**config.mk**
```make
export PLATFORM = sky130hd
export DESIGN_NAME = fir_sample_feeder
export DESIGN_NICKNAME = d
export VERILOG_FILES = /design/src/rtl/fir_sample_feeder.sv
export SDC_FILE = /design/constraint.sdc
export NUM_CORES = 1
export LEC_CHECK = 0
export ABC_AREA = 1
export CAP_MARGIN = 10
export CORE_MARGIN = 3
export CORE_UTILIZATION = 50
export CTS_CLUSTER_SIZE = 10
export DETAILED_ROUTE_END_ITERATION = 10
export DONT_BUFFER_PORTS = 1
export GPL_ROUTABILITY_DRIVEN = 0
export PLACE_DENSITY_LB_ADDON = 0.25
export SETUP_SLACK_MARGIN = 0.5
export SKIP_LAST_GASP = 1
export SLEW_MARGIN = 40
export SYNTH_ARGS = -nofsm -noshare
export SYNTH_HDL_FRONTEND = slang
export SYNTH_SLANG_ARGS = --single-unit
```
**constraint.sdc**
```tcl
create_clock -name clk -period 2.6 [get_ports clk]
set_clock_uncertainty 0.15 [all_clocks]
set_input_delay 0.52 -clock clk [delete_from_list [all_inputs] [get_ports clk]]
set_output_delay 0.52 -clock clk [all_outputs]
set_load 0.01 [all_outputs]
```
**src/rtl/fir_sample_feeder.sv**
```systemverilog
// Sample feeder for the FIR datapath: host-loaded FIFO drained at a programmable period.
// Optional macro FIR_FEEDER_LOOP_EN adds a loop port that replays the buffer cyclically.
module fir_sample_feeder #(
  parameter int DATA_W = 8,
  parameter int DEPTH  = 8,
  parameter int DIV_W  = 8
) (
  input  logic                       clk,
  input  logic                       rst_n,
  input  logic                       ena,
  input  logic [DATA_W-1:0]          wr_data,
  input  logic                       wr_valid,
  output logic                       wr_ready,
  input  logic                       start,
  input  logic                       stop,
  input  logic [DIV_W-1:0]           div,
`ifdef FIR_FEEDER_LOOP_EN
  input  logic                       loop,
`endif
  output logic [DATA_W-1:0]          sample_out,
  output logic                       sample_stb,
  output logic                       running,
  output logic                       underflow,
  output logic [$clog2(DEPTH):0]     level
);

  // state | meaning
  // IDLE  | not streaming; FIFO may be loaded, contents kept
  // RUN   | divider counting down; one sample emitted per terminal count
  typedef enum logic {IDLE = 1'b0, RUN = 1'b1} state_t;

  localparam int AW = $clog2(DEPTH);
  localparam int LW = AW + 1;

  state_t              state_q;
  logic [DIV_W-1:0]    cnt_q;
  logic [AW-1:0]       rd_ptr_q, wr_ptr_q;
  logic [LW-1:0]       level_q, level_d;
  logic [DATA_W-1:0]   mem_q [DEPTH];
  logic [DATA_W-1:0]   sample_q;
  logic                stb_q, underflow_q;

  logic                loop_on, full, empty, due, pop, push;
  logic [DATA_W-1:0]   push_data;

`ifdef FIR_FEEDER_LOOP_EN
  assign loop_on = (state_q == RUN) && loop;
`else
  assign loop_on = 1'b0;
`endif

  assign full      = (level_q == LW'(DEPTH));
  assign empty     = (level_q == '0);
  assign wr_ready  = ena && !full && !loop_on;
  assign due       = ena && (state_q == RUN) && !stop && (cnt_q == '0);
  assign pop       = due && !empty;
  // In loop mode the popped head is re-queued at the tail in the same cycle.
  assign push      = (ena && wr_valid && wr_ready) || (pop && loop_on);
  assign push_data = loop_on ? mem_q[rd_ptr_q] : wr_data;

  always_comb begin
    level_d = level_q;
    case ({push, pop})
      2'b10:   level_d = level_q + LW'(1);
      2'b01:   level_d = level_q - LW'(1);
      default: level_d = level_q;
    endcase
  end

  always_ff @(posedge clk) begin
    if (push) mem_q[wr_ptr_q] <= push_data;
  end

  always_ff @(posedge clk or negedge rst_n) begin
    if (!rst_n) begin
      state_q     <= IDLE;
      cnt_q       <= '0;
      rd_ptr_q    <= '0;
      wr_ptr_q    <= '0;
      level_q     <= '0;
      sample_q    <= '0;
      stb_q       <= 1'b0;
      underflow_q <= 1'b0;
    end else if (ena) begin
      stb_q   <= 1'b0;
      level_q <= level_d;
      if (push) wr_ptr_q <= wr_ptr_q + AW'(1);
      if (pop)  rd_ptr_q <= rd_ptr_q + AW'(1);
      case (state_q)
        IDLE: begin
          if (start && !stop) begin
            state_q     <= RUN;
            cnt_q       <= div;
            underflow_q <= 1'b0;
          end
        end
        RUN: begin
          if (stop) begin
            state_q <= IDLE;
          end else if (cnt_q == '0) begin
            cnt_q <= div;
            stb_q <= 1'b1;
            if (!empty) begin
              sample_q <= mem_q[rd_ptr_q];
            end else begin
              sample_q    <= '0;
              underflow_q <= 1'b1;
            end
          end else begin
            cnt_q <= cnt_q - DIV_W'(1);
          end
        end
        default: state_q <= IDLE;
      endcase
    end else begin
      stb_q <= 1'b0;
    end
  end

  assign sample_out = sample_q;
  assign sample_stb = stb_q;
  assign running    = (state_q == RUN);
  assign underflow  = underflow_q;
  assign level      = level_q;

endmodule

```
==> impl_metrics.yaml <==
worst_setup_path:
  crit_type: "reg2reg"
  cp-startpoint: "cnt_q[4]$_DFFE_PN0P_"
  endpoint_kind: "register"
  r2r-start: "cnt_q[4]$_DFFE_PN0P_"
  cp_num_buf_inv: 0
  path_max_fanout: 4
  worstPathRequired_ns: 2.72
  path_depth: 11
  worstReg2RegEnd: "level[2]$_DFFE_PN0P_"
  r2r_cells: 11
  critPathArrivalTime_ns: 2.25
  critPathLaunchType: "register"
  cp_cell_sequence: "nor2_2 -> nand2_2 -> nor2_4 -> and3_4 -> ha_4 -> nor2_2 -> nor2_4 -> ha_4 -> a21oi_2 -> or2_4 -> a31oi_1"
  r2r_setup_slack_ns: 0.47
  cp_top_family: "simple AND/OR/NAND/NOR gates"
  slowest_stage: "dfrtp_1"
  endpoint: "level[2]$_DFFE_PN0P_"
  slowest_delay_ns: 0.40
min_path:
  whs_path_depth: 0
  hp-class: "in2reg"
timing:
  rsz0062_at_grt: "yes"
  final-hold-violation-count: 0
  setup_violations: 0
  period_minus_slack_ns: 2.13
  maxSlewHeadroom_pct: 64.2
  hold-worst-slack_ns: 0.0969
  tightest_slew_ns: 0.537
  fmax_mhz: 469
  drv_slew: 0
  tns_ns: 0
  period_share_pct: 81.9
synth:
  synth_top_family_by_area: "simple AND/OR/NAND/NOR gates"
  synth.most_common_cell: "nand2_1"
  ys_top_cells_by_count: "116 x nand2_1, 88 x nor2_1, 64 x edfxtp_1"
  synth_mux_area_share_pct: 0.267
  synth_cell_type_count: 33
  postSynthCellCount: 434
  syn_nets: 462
  syn_area_mm2: 0.00422
  synth_ff_type: "edfxtp_1"
  synth.area.top_cells: "edfxtp_1 46%, dfrtp_1 17%, nand2_1 10%, nor2_1 7.8%, o21ai_0 4.2%"
  synth_warnings: 0
  synth_edf_count: 64
  synth_fa_ha_area_share_pct: 1.78
  async_flop_share_pct: 31.2
  synth_seq_cells: 93
  yosys.area.top_type_share_pct: 45.6
  synth_compound_area_share_pct: 5.70
  synth-xor-area-share_pct: 1.04
  yosysSeqAreaShare_pct: 62.8
  synth_area_per_cell_um2: 9.72
  yosys.area.top_type: "edfxtp_1"
  yosys.area_share.simple_pct: 23.7
floorplanning:
  fp.dieW_um: 97.8
  die_height_um: 97.8
  fp-row-count: 32
  io_pins: 38
  initial_core_util_pct: 52.9
  core_area_mm2: 0.00797
  dieArea_mm2: 0.00957
routing:
  drtAntennaViolNets: 0
  drc: 0
  first_pass_iters: 4
  avgViaCountPerCell: 5.21
  vias: 2965
  drt_iter0_markers: 165
  route.detailed.wl_per_inst_um: 15.1
  wl_mm: 8.58
power_and_ir_drop:
  power.leakage_nw: 2.02
  powerDensity_mw_per_mm2: 896
  peakVddDrop_mv: 0.423
final_layout:
  final_layout_size_suffix_gt1_share_pct: 18.2
  multi_input_area_mm2: 0.00146
  n_fill_cell: 621
  area.sequential_mm2: 0.00265
  antenna_cells: 0
  stdcell_count: 569
  fin_nets: 490
  final_util_pct: 60.3
  syn_to_final_growth_pct: 14.0
outcome:
  status: "finished, final reports clean"
grt:
  use_met1_pct: 25.9
  grt.overflow.total: 0
  grt_pass1_vias: 2771
  grt_pass1_wl_mm: 13.6
  grt_max_degree: 34
  grt_use_total_pct: 18.1
  grt_antenna_before_repair: 0
  grt_use_met3_pct: 3.43
  grt-busiest-layer: "met2"
  grt_use_met2_pct: 27.6
clock_network:
  htree_num_levels: 3
  numCtsBuffers: 9
  clk_pin_slew_ns: 0.10
  cts_num_sinks: 93
  cts_tree: "built"
  clock_latency_ns: 0.36
  clockRootBuffer: "clkbuf_8"
  cts.path.max_buffers: 2
run:
  drv_cap: 0
placed_design:
  hpwl_mm: 5.56
  place.port_buffers: 0
  dp_cells: 536
-- registers in the layout, indices dropped and copies added (netlist names) --
register / cells
mem_q: 64
cnt_q: 8
sample_out: 8
level: 4
rd_ptr_q: 3
wr_ptr_q: 3
running: 1
sample_stb: 1
underflow: 1
-- stage by stage --
step | area (um2) | setup slack [ns] | power (mW)
finish | 4810 | 0.470 | 4.31
global route | 4810 | 0.393 | 4.59
CTS | 4770 | 0.495 | 4.29
detailed placement | 4450 | 0.329 | 3.25
global placement | 4450 | 0.373 | 3.22
floorplan | 4300 | 0.452 | 2.97
-- area by class of cell --
type / count / area share [%]
tap: 102 / 2.65
inverter: 30 / 2.45
timing repair buffer: 31 / 5.23
clock inverter: 6 / 1.46
clock buffer: 10 / 2.65
sequential: 93 / 55.1
multi-input combinational: 297 / 30.4
-- metal layers --
metal	vias up	part of all wire (%)
li1	1474	-
met1	1400	47
met2	78	46
met3	13	5.9
met4	0	1.5
met5	-	0
-- cell families (layout without fill, tap and decap cells) --
family,after synthesis,count (layout)
compound gates,47,47
xor+xnor,5,5
fa+ha+maj,6,6
buf+inv,44,77
flops,93,93
mux,1,1
simple gates,238,238
-- power by group --
group | switching [mW] | internal, mW
sequential | 0.209 | 1.79
clock | 0.523 | 0.454
combinational | 0.823 | 0.507
total | 1.56 | 2.75
-- worst min-delay path by stage --
stage                from                        end  slack [ns]
2_1_floorplan       rst_n       cnt_q[0]$_DFFE_PN0P_        0.07
3_3_place_gp        rst_n  sample_out[3]$_DFFE_PN0P_        0.08
3_5_place_dp        rst_n  sample_out[3]$_DFFE_PN0P_        0.08
4_1_cts        wr_data[7]      mem_q[3][7]$_DFFE_PP_        0.08
5_1_grt        wr_data[7]      mem_q[3][7]$_DFFE_PP_        0.08
6_report       wr_data[7]      mem_q[3][7]$_DFFE_PP_         0.1
-- placed cells by master (no fill, tap or decap), drive strengths merged --
master,Yosys,final
a21oi,3,3
a31oi,1,1
and3,1,1
buf,11,30
bufinv,0,1
clkbuf,3,10
clkinv,0,3
dfrtp,29,29
dlygate4sd3,0,1
edfxtp,64,64
ha,6,6
inv,30,32
mux2,1,1
nand2,120,120
nand3,17,17
nand3b,1,1
nand4,2,2
nor2,93,93
nor3,2,2
o21ai,43,43
or2,2,2
xnor2,1,1
xor2,4,4
-- repair_timing --
| action | CTS | global route |
|---|---|---|
| gates cloned | 0 | 0 |
| endpoints found under the hold margin | 29 | 0 |
| pin swaps | 7 | 5 |
| endpoints found under the setup margin | 3 | 10 |
| hold buffers | 2 | 0 |
| setup buffers | 11 | 4 |
| resized for setup | 2 | 3 |
No activity file was read; power rests on OpenSTA's default activity.
